$ cat src/rtl/change_dispense_ctrl.sv
// rtl/change_dispense_ctrl.sv - greedy five-denomination change payout sequencer
//
// Purpose:
//   Accepts a change amount from the transaction FSM and pays it out through
//   a coin/note hopper, largest denomination first, one unit per req/ack
//   handshake. Empty denominations are skipped; whatever cannot be paid is
//   reported as shortfall. An unanswered request times out and ends the
//   transaction with err=1.
//
// Ports:
//   sys_clk        system clock, rising edge
//   sys_rst_n      synchronous reset, active-high despite the name
//   start          one-cycle pulse, latches change_amount (ignored unless idle)
//   change_amount  amount to pay, unsigned yuan
//   abort          stop payout after the unit in flight
//   hopper_empty   per-denomination empty flags {50,20,10,5,1}
//   dispense_ack   hopper acknowledge level, high = unit delivered
//   dispense_req   one-hot request, same bit order as hopper_empty
//   busy           transaction in progress
//   done           one-cycle end-of-transaction pulse
//   err            request timed out (valid with done)
//   remaining      amount still owed, live
//   shortfall      unpaid amount at done, held until next start
//   units_out      units dispensed this transaction, saturating

module change_dispense_ctrl #(
  parameter int TIMEOUT_CYCLES = 1000
) (
  input  logic       sys_clk,
  input  logic       sys_rst_n,
  input  logic       start,
  input  logic [7:0] change_amount,
  input  logic       abort,
  input  logic [4:0] hopper_empty,
  input  logic       dispense_ack,
  output logic [4:0] dispense_req,
  output logic       busy,
  output logic       done,
  output logic       err,
  output logic [7:0] remaining,
  output logic [7:0] shortfall,
  output logic [7:0] units_out
);

  localparam int TW = (TIMEOUT_CYCLES < 2) ? 1 : $clog2(TIMEOUT_CYCLES);
  localparam logic [TW-1:0] TIMER_LAST = TW'(TIMEOUT_CYCLES - 1);

  typedef enum logic [2:0] {
    IDLE,
    SELECT,
    REQ,
    WAIT_LOW,
    FINISH
  } state_t;

  state_t        state;
  logic [7:0]    cur_val;     // value of the denomination currently requested
  logic [TW-1:0] timer;       // cycles the current request has waited
  logic          abort_seen;  // abort observed since the last SELECT

  logic [4:0]    sel_oh;
  logic [7:0]    sel_val;

  // Greedy pick: largest stocked denomination not exceeding what is owed.
  // sel_oh stays zero when nothing qualifies (including remaining == 0).
  always_comb begin
    sel_oh  = 5'b00000;
    sel_val = 8'd0;
    if (!hopper_empty[4] && remaining >= 8'd50) begin
      sel_oh  = 5'b10000;
      sel_val = 8'd50;
    end else if (!hopper_empty[3] && remaining >= 8'd20) begin
      sel_oh  = 5'b01000;
      sel_val = 8'd20;
    end else if (!hopper_empty[2] && remaining >= 8'd10) begin
      sel_oh  = 5'b00100;
      sel_val = 8'd10;
    end else if (!hopper_empty[1] && remaining >= 8'd5) begin
      sel_oh  = 5'b00010;
      sel_val = 8'd5;
    end else if (!hopper_empty[0] && remaining >= 8'd1) begin
      sel_oh  = 5'b00001;
      sel_val = 8'd1;
    end
  end

  always_ff @(posedge sys_clk) begin
    if (sys_rst_n) begin
      state        <= IDLE;
      dispense_req <= 5'b00000;
      busy         <= 1'b0;
      done         <= 1'b0;
      err          <= 1'b0;
      remaining    <= 8'd0;
      shortfall    <= 8'd0;
      units_out    <= 8'd0;
      cur_val      <= 8'd0;
      timer        <= '0;
      abort_seen   <= 1'b0;
    end else begin
      done <= 1'b0;

      // Sticky abort; the state handling below may clear it again.
      if (busy && abort) begin
        abort_seen <= 1'b1;
      end

      case (state)
        IDLE: begin
          if (start) begin
            remaining  <= change_amount;
            units_out  <= 8'd0;
            shortfall  <= 8'd0;
            err        <= 1'b0;
            abort_seen <= 1'b0;
            busy       <= 1'b1;
            state      <= SELECT;
          end
        end

        SELECT: begin
          abort_seen <= 1'b0;
          // remaining == 0 also lands here with sel_oh == 0, giving shortfall 0.
          if (abort || abort_seen || (sel_oh == 5'b00000)) begin
            shortfall <= remaining;
            done      <= 1'b1;
            busy      <= 1'b0;
            state     <= FINISH;
          end else begin
            dispense_req <= sel_oh;
            cur_val      <= sel_val;
            timer        <= '0;
            state        <= REQ;
          end
        end

        REQ: begin
          // Ack is checked first so an ack on the expiry cycle still counts.
          if (dispense_ack) begin
            remaining    <= remaining - cur_val;
            if (units_out != 8'hFF) begin
              units_out <= units_out + 8'd1;
            end
            dispense_req <= 5'b00000;
            state        <= WAIT_LOW;
          end else if (timer == TIMER_LAST) begin
            dispense_req <= 5'b00000;
            err          <= 1'b1;
            shortfall    <= remaining;
            done         <= 1'b1;
            busy         <= 1'b0;
            state        <= FINISH;
          end else begin
            timer <= timer + TW'(1);
          end
        end

        WAIT_LOW: begin
          if (!dispense_ack) begin
            if (abort || abort_seen) begin
              shortfall <= remaining;
              done      <= 1'b1;
              busy      <= 1'b0;
              state     <= FINISH;
            end else begin
              state <= SELECT;
            end
          end
        end

        FINISH: begin
          abort_seen <= 1'b0;
          state      <= IDLE;
        end

        default: begin
          state <= IDLE;
        end
      endcase
    end
  end

endmodule

$ cat config.mk
export PLATFORM = sky130hd
export DESIGN_NAME = change_dispense_ctrl
export DESIGN_NICKNAME = d
export VERILOG_FILES = /design/src/rtl/change_dispense_ctrl.sv
export SDC_FILE = /design/constraint.sdc
export NUM_CORES = 1
export LEC_CHECK = 0
export BUFFER_PORTS_ARGS = -buffer_cell sky130_fd_sc_hd__clkbuf_2
export CORE_ASPECT_RATIO = 0.7
export CORE_MARGIN = 4
export CORE_UTILIZATION = 56
export DETAILED_ROUTE_END_ITERATION = 8
export PLACE_DENSITY = 0.85
export SLEW_MARGIN = 15
export SYNTH_ARGS = -nofsm -noshare
export SYNTH_HDL_FRONTEND = slang
export SYNTH_SLANG_ARGS = --single-unit
export TNS_END_PERCENT = 30
$ cat constraint.sdc
create_clock -name sys_clk -period 2.2 [get_ports sys_clk]
set_input_delay 0.22 -clock sys_clk [delete_from_list [all_inputs] [get_ports sys_clk]]
set_output_delay 0.22 -clock sys_clk [all_outputs]
set_load 0.05 [all_outputs]
-- Yosys cells after proc, flatten, opt, wreduce, memory -nomap -nowiden
Cells that the tools add are included.
- flip-flop bits (word level): 54
- output and inout port bits: 32
- logic and storage cells: 122
- add/sub/neg operators: 3
- order comparisons: 5
- eq/ne operators: 17
- multiplexer cells: 58
- bitwise logic cells: 1
- reductions and logical operators: 27
- operators with widths (operator ; number):
    $mux W8 ; 10
    $pmux W8 S2 ; 2
    $pmux W8 S4 ; 1
    $mux W10 ; 3
    $mux W5 ; 5
    $mux W3 ; 8
    $ne A2 B2 Y1 const B ; 10
    $pmux W10 S2 ; 1
    $mux W1 ; 18
    $pmux W3 S4 ; 1
    $reduce_and A4 Y1 ; 3
    $add A10 B1 Y10 const B ; 1
    $eq A10 B10 Y1 const B ; 1
    $pmux W5 S2 ; 1
    $reduce_and A3 Y1 ; 3
    $add A8 B1 Y8 const B ; 1
    $ge A8 B1 Y1 const B ; 1
    $ge A8 B3 Y1 const B ; 1
    $ge A8 B4 Y1 const B ; 1
    $ge A8 B5 Y1 const B ; 1
    $ge A8 B6 Y1 const B ; 1
    $mux W4 ; 2
    $ne A8 B8 Y1 const B ; 1
    $sub A8 B8 Y8 ; 1
    20 further kinds ; 33

-- Logic depth before layout (Yosys ltp)
- depth in word-level cells: 11
- depth in mapped cells: 9
- depth with buffers taken out: 9

-- Worst setup path before layout
No wires, ideal clock.
- kind: reg-to-reg
- from: register remaining[0]
- to: register remaining[6]
- setup time: 0.131 ns
- arrival time: 2.172 ns
- required time: 2.069 ns
- slack: -0.103 ns
- stages on the path, launching flop included: 10
- buffers on the path: 0
- path through: dfxtp_1 > inv_1 > ha_1 > fa_1 > nor2b_1 > o21a_1 > o21a_1 > o21ai_0 > a221oi_1 > nor4_1
- cells in the longest elaborated chain, start to end: 3
- RTL lines (item ; RTL line ; RTL):
    start, declared ; 40 ; output logic [7:0] remaining,
    start signal, assigned ; 111 ; remaining <= change_amount;
    start signal, assigned ; 140 ; remaining <= remaining - cur_val;
    $sub A8 B8 Y8 ; 140 ;
    $mux W8 ; 139 ; if (dispense_ack) begin
    $pmux W8 S2 ; 108 ; case (state)
Every way passes these cells. The select of a mux whose other input is x is not followed.
A chain may end at the register's enable or synchronous reset.

-- Final worst setup path
Same ends and word-level chain as after synthesis.

==> metrics.md <==
| Metric | Value |
|---|---|
| Status | `completed` |
| Root Driver | `clkbuf_8` |
| Number of antenna violations at the first check in global routing | `0` |
| Max Root-Sink Buffers | `2` |
| Wire length of the first global-routing pass | `11000 um` |
| Worst clock skew on the final layout | `0.00777 ns` |
| Die H | `66.9 um` |
| Layout cells sized above 1 | `24.4%` |
| Num Clock Sinks | `52` |
| Core region area | `0.00478 mm2` |
| Type of element launching the critical path | `register` |
| Mean Syn Cell Area | `8.47 um2` |
| Half-perimeter wire length after placement | `5040 um` |
| Primary FF master, synth | `dfxtp_1` |
| Vias in the first global route | `2311` |
| Final critical-path share of the clock period | `93.2%` |
| Crit Path Class | `reg2reg` |
| Clock-pin slew on the worst setup and hold paths | `0.10 ns` |
| Setup fix buffers added after clock tree synthesis | `0` |
| Router iterations before antenna repair | `4` |
| Yosys synthesis warning count | `0` |
| Most frequent cells in the layout | `dfxtp_1, clkbuf_2, nor2_1` |
| Number of instances in the synthesized netlist | `328` |
| Die Wd | `92.2 um` |
| Path type of the worst min-delay path | `in2reg` |
| Starting density of the core | `58.1%` |
| Port-buffer cells | `49` |
| Total DRC errors in the routed layout | `0` |
| Worst r2r src | `remaining[0]` |
| Nets in the synthesized netlist | `355` |
| H-tree level count | `2` |
| Post-synth EDFFs | `0` |
| Proportion of synthesized chip area in sequential cells | `37.5%` |
| Clk Latency, worst-skew pair | `0.31 ns` |
| Post-synth ARST share | `0%` |
| WL/cell | `14.5 um` |
| Final Hold Violating Endpoints | `0` |
| Final critical-path required period | `2.05 ns` |
| Final slew viol count | `0` |
| Launch point of the critical path | `remaining[0]` |
| Post-synthesis cell type count | `60` |
| Most common library cell in the layout ignoring fill and taps | `dfxtp_1` |
| Full die area | `0.00617 mm2` |
| Last weighted congestion value of the routability-driven placer | `0.979` |
| Diodes inserted | `0` |
| Number of DRC violations after detailed-routing iteration 0 | `175` |
| Number of buffers inserted during clock tree synthesis | `5` |
| Sum Neg Setup Slack | `0 ns` |
| Worst-case hold slack | `0.166 ns` |
| RSZ-0062 raised after global routing | `true` |
| Number of storage elements in the synthesis netlist | `52` |
| Relative slew slack | `67.2%` |
| Launch instance of the worst min-delay path | `change_amount[7]` |
| Endpoint class of the critical path | `register` |
| Number of max-cap violations | `0` |
| Leading cell types by total area after synthesis | `dfxtp_1, a21oi_1, nor2_1` |
| Total wirelength of the detailed-routed design | `6590 um` |
| Max Clock Freq | `488 MHz` |
| Average via count per standard cell | `5.74` |
| Grt total ovfl | `0` |
| Maximum ir drop on the vdd rail | `435 uV` |
| Synthesis-to-layout area growth | `17.2%` |
| Top-Level Pins | `50` |
| Worst-Margin Slew | `0.493 ns` |
| Number of setup violations in the final report | `0` |
| Global Route Usage Sum | `22.3%` |
| WP data required | `2.40 ns` |
| Number of routed nets with antenna violations | `0` |
| Via count of the routed design | `2605` |
| Leak Pwr | `1.26 nW` |
| Post-synthesis cell type with the largest combined area | `dfxtp_1` |
| Critical Path AT | `2.25 ns` |
| Net count, final | `411` |
| Clock tree from TritonCTS | `yes` |
| Largest net degree at the start of global routing | `25` |
| Top fanout value on the critical path | `6` |
| Total power per unit cell area | `688 mW/mm2` |
| Post-synth top area share | `37.5%` |
| Standard-cell rows | `21` |
| Synthesized area | `0.00278 mm2` |
==> power breakdown <==
| part | switching [mW] | leakage, nW | internal (mW) |
|---|---|---|---|
| Clock | 0.316 | 0.0445 | 0.256 |
| Sequential | 0.0568 | 0.423 | 0.982 |
| Combinational | 0.394 | 0.791 | 0.238 |
| Total | 0.766 | 1.26 | 1.48 |
==> registers in the layout, summed over array words and instances, names as in the netlist <==
register	count
timer	10
remaining	8
shortfall	8
units_out	8
cur_val	6
dispense_req	5
state	3
abort_seen	1
busy	1
done	1
err	1
==> layer usage <==
layer / global-route usage (%) / share of wire [%] / vias up
met4: 4.44 / 0.90 / 0
met1: 33.1 / 50 / 1216
met2: 33.1 / 42 / 90
met3: 4.74 / 7.4 / 10
met5: 0 / 0 / -
li1: - / - / 1289
==> stage by stage <==
step	utilization, %	total power, mW	instances	area, um2	worst slack [ns]
2_1_floorplan	-	1.51	328	2780	0.0615
3_3_place_gp	65.9	1.66	446	3150	0.154
3_5_place_dp	65.9	1.67	446	3150	0.105
4_1_cts	67.8	2.24	454	3240	0.0649
5_1_grt	68.1	2.35	454	3260	0.00159
6_report	68.1	2.24	454	3260	0.151
==> worst paths after layout <==
check	cells past startpoint	end	slack, ns
worst max register to register	9	remaining[6]	0.15
worst min register to register	2	cur_val[2]	0.48
worst min-delay path	3	remaining[7]	0.17
worst max-delay path	9	remaining[6]	0.15
==> cells by family (layout without fill, tap and decap cells) <==
logic type	Yosys count	after routing	synth area share (%)
AND/OR/NAND/NOR	138	138	26.7
AO/OA/AOI/OAI	81	81	19.7
flip-flops	52	52	37.5
buffers and inverters	26	83	4.37
XOR/XNOR	13	13	4.10
adder cells (fa/ha/maj)	10	10	4.73
multiplexers	8	8	2.93
==> Yosys cell counts (all sizes together) (2+ instances only) <==
master	n
nand4	7
nor3	13
o22ai	2
a31oi	2
nand2	22
nand3	14
and4	2
buf	8
a21bo	4
ha	8
a21o	4
xnor2	5
dfxtp	52
or3	5
a2111oi	2
nor2b	5
nor2	38
clkbuf	8
nand3b	5
inv	10
a211oi	14
nor4	5
nand2b	13
a21oi	28
and2	2
mux2i	7
o21a	3
o21ai	12
xor2	8
==> worst max-delay path, cell delays in order (launching register included) <==
cell      delay [ns]
dfxtp_4         0.39
inv_1           0.06
ha_1            0.22
fa_2            0.36
nor2b_2         0.13
o21a_1          0.15
o21a_1          0.15
o21ai_1         0.07
a221oi_1        0.32
nor4_2          0.09
==> area by class of cell <==
type	count	area [um2]
timing repair buffer	65	365
tap	69	86.3
clock buffer	7	86.3
multi-input combinational	250	1630
inverter	10	37.5
fill	421	1530
clock inverter	1	7.51
sequential	52	1050
==> what timing repair did <==
item                                    in CTS  in global routing
resized for setup                            0                  6
hold buffers                                 0                  0
endpoints found under the hold margin        0                  0
endpoints found under the setup margin       0                  7
Power figures use the tool's default switching activity.
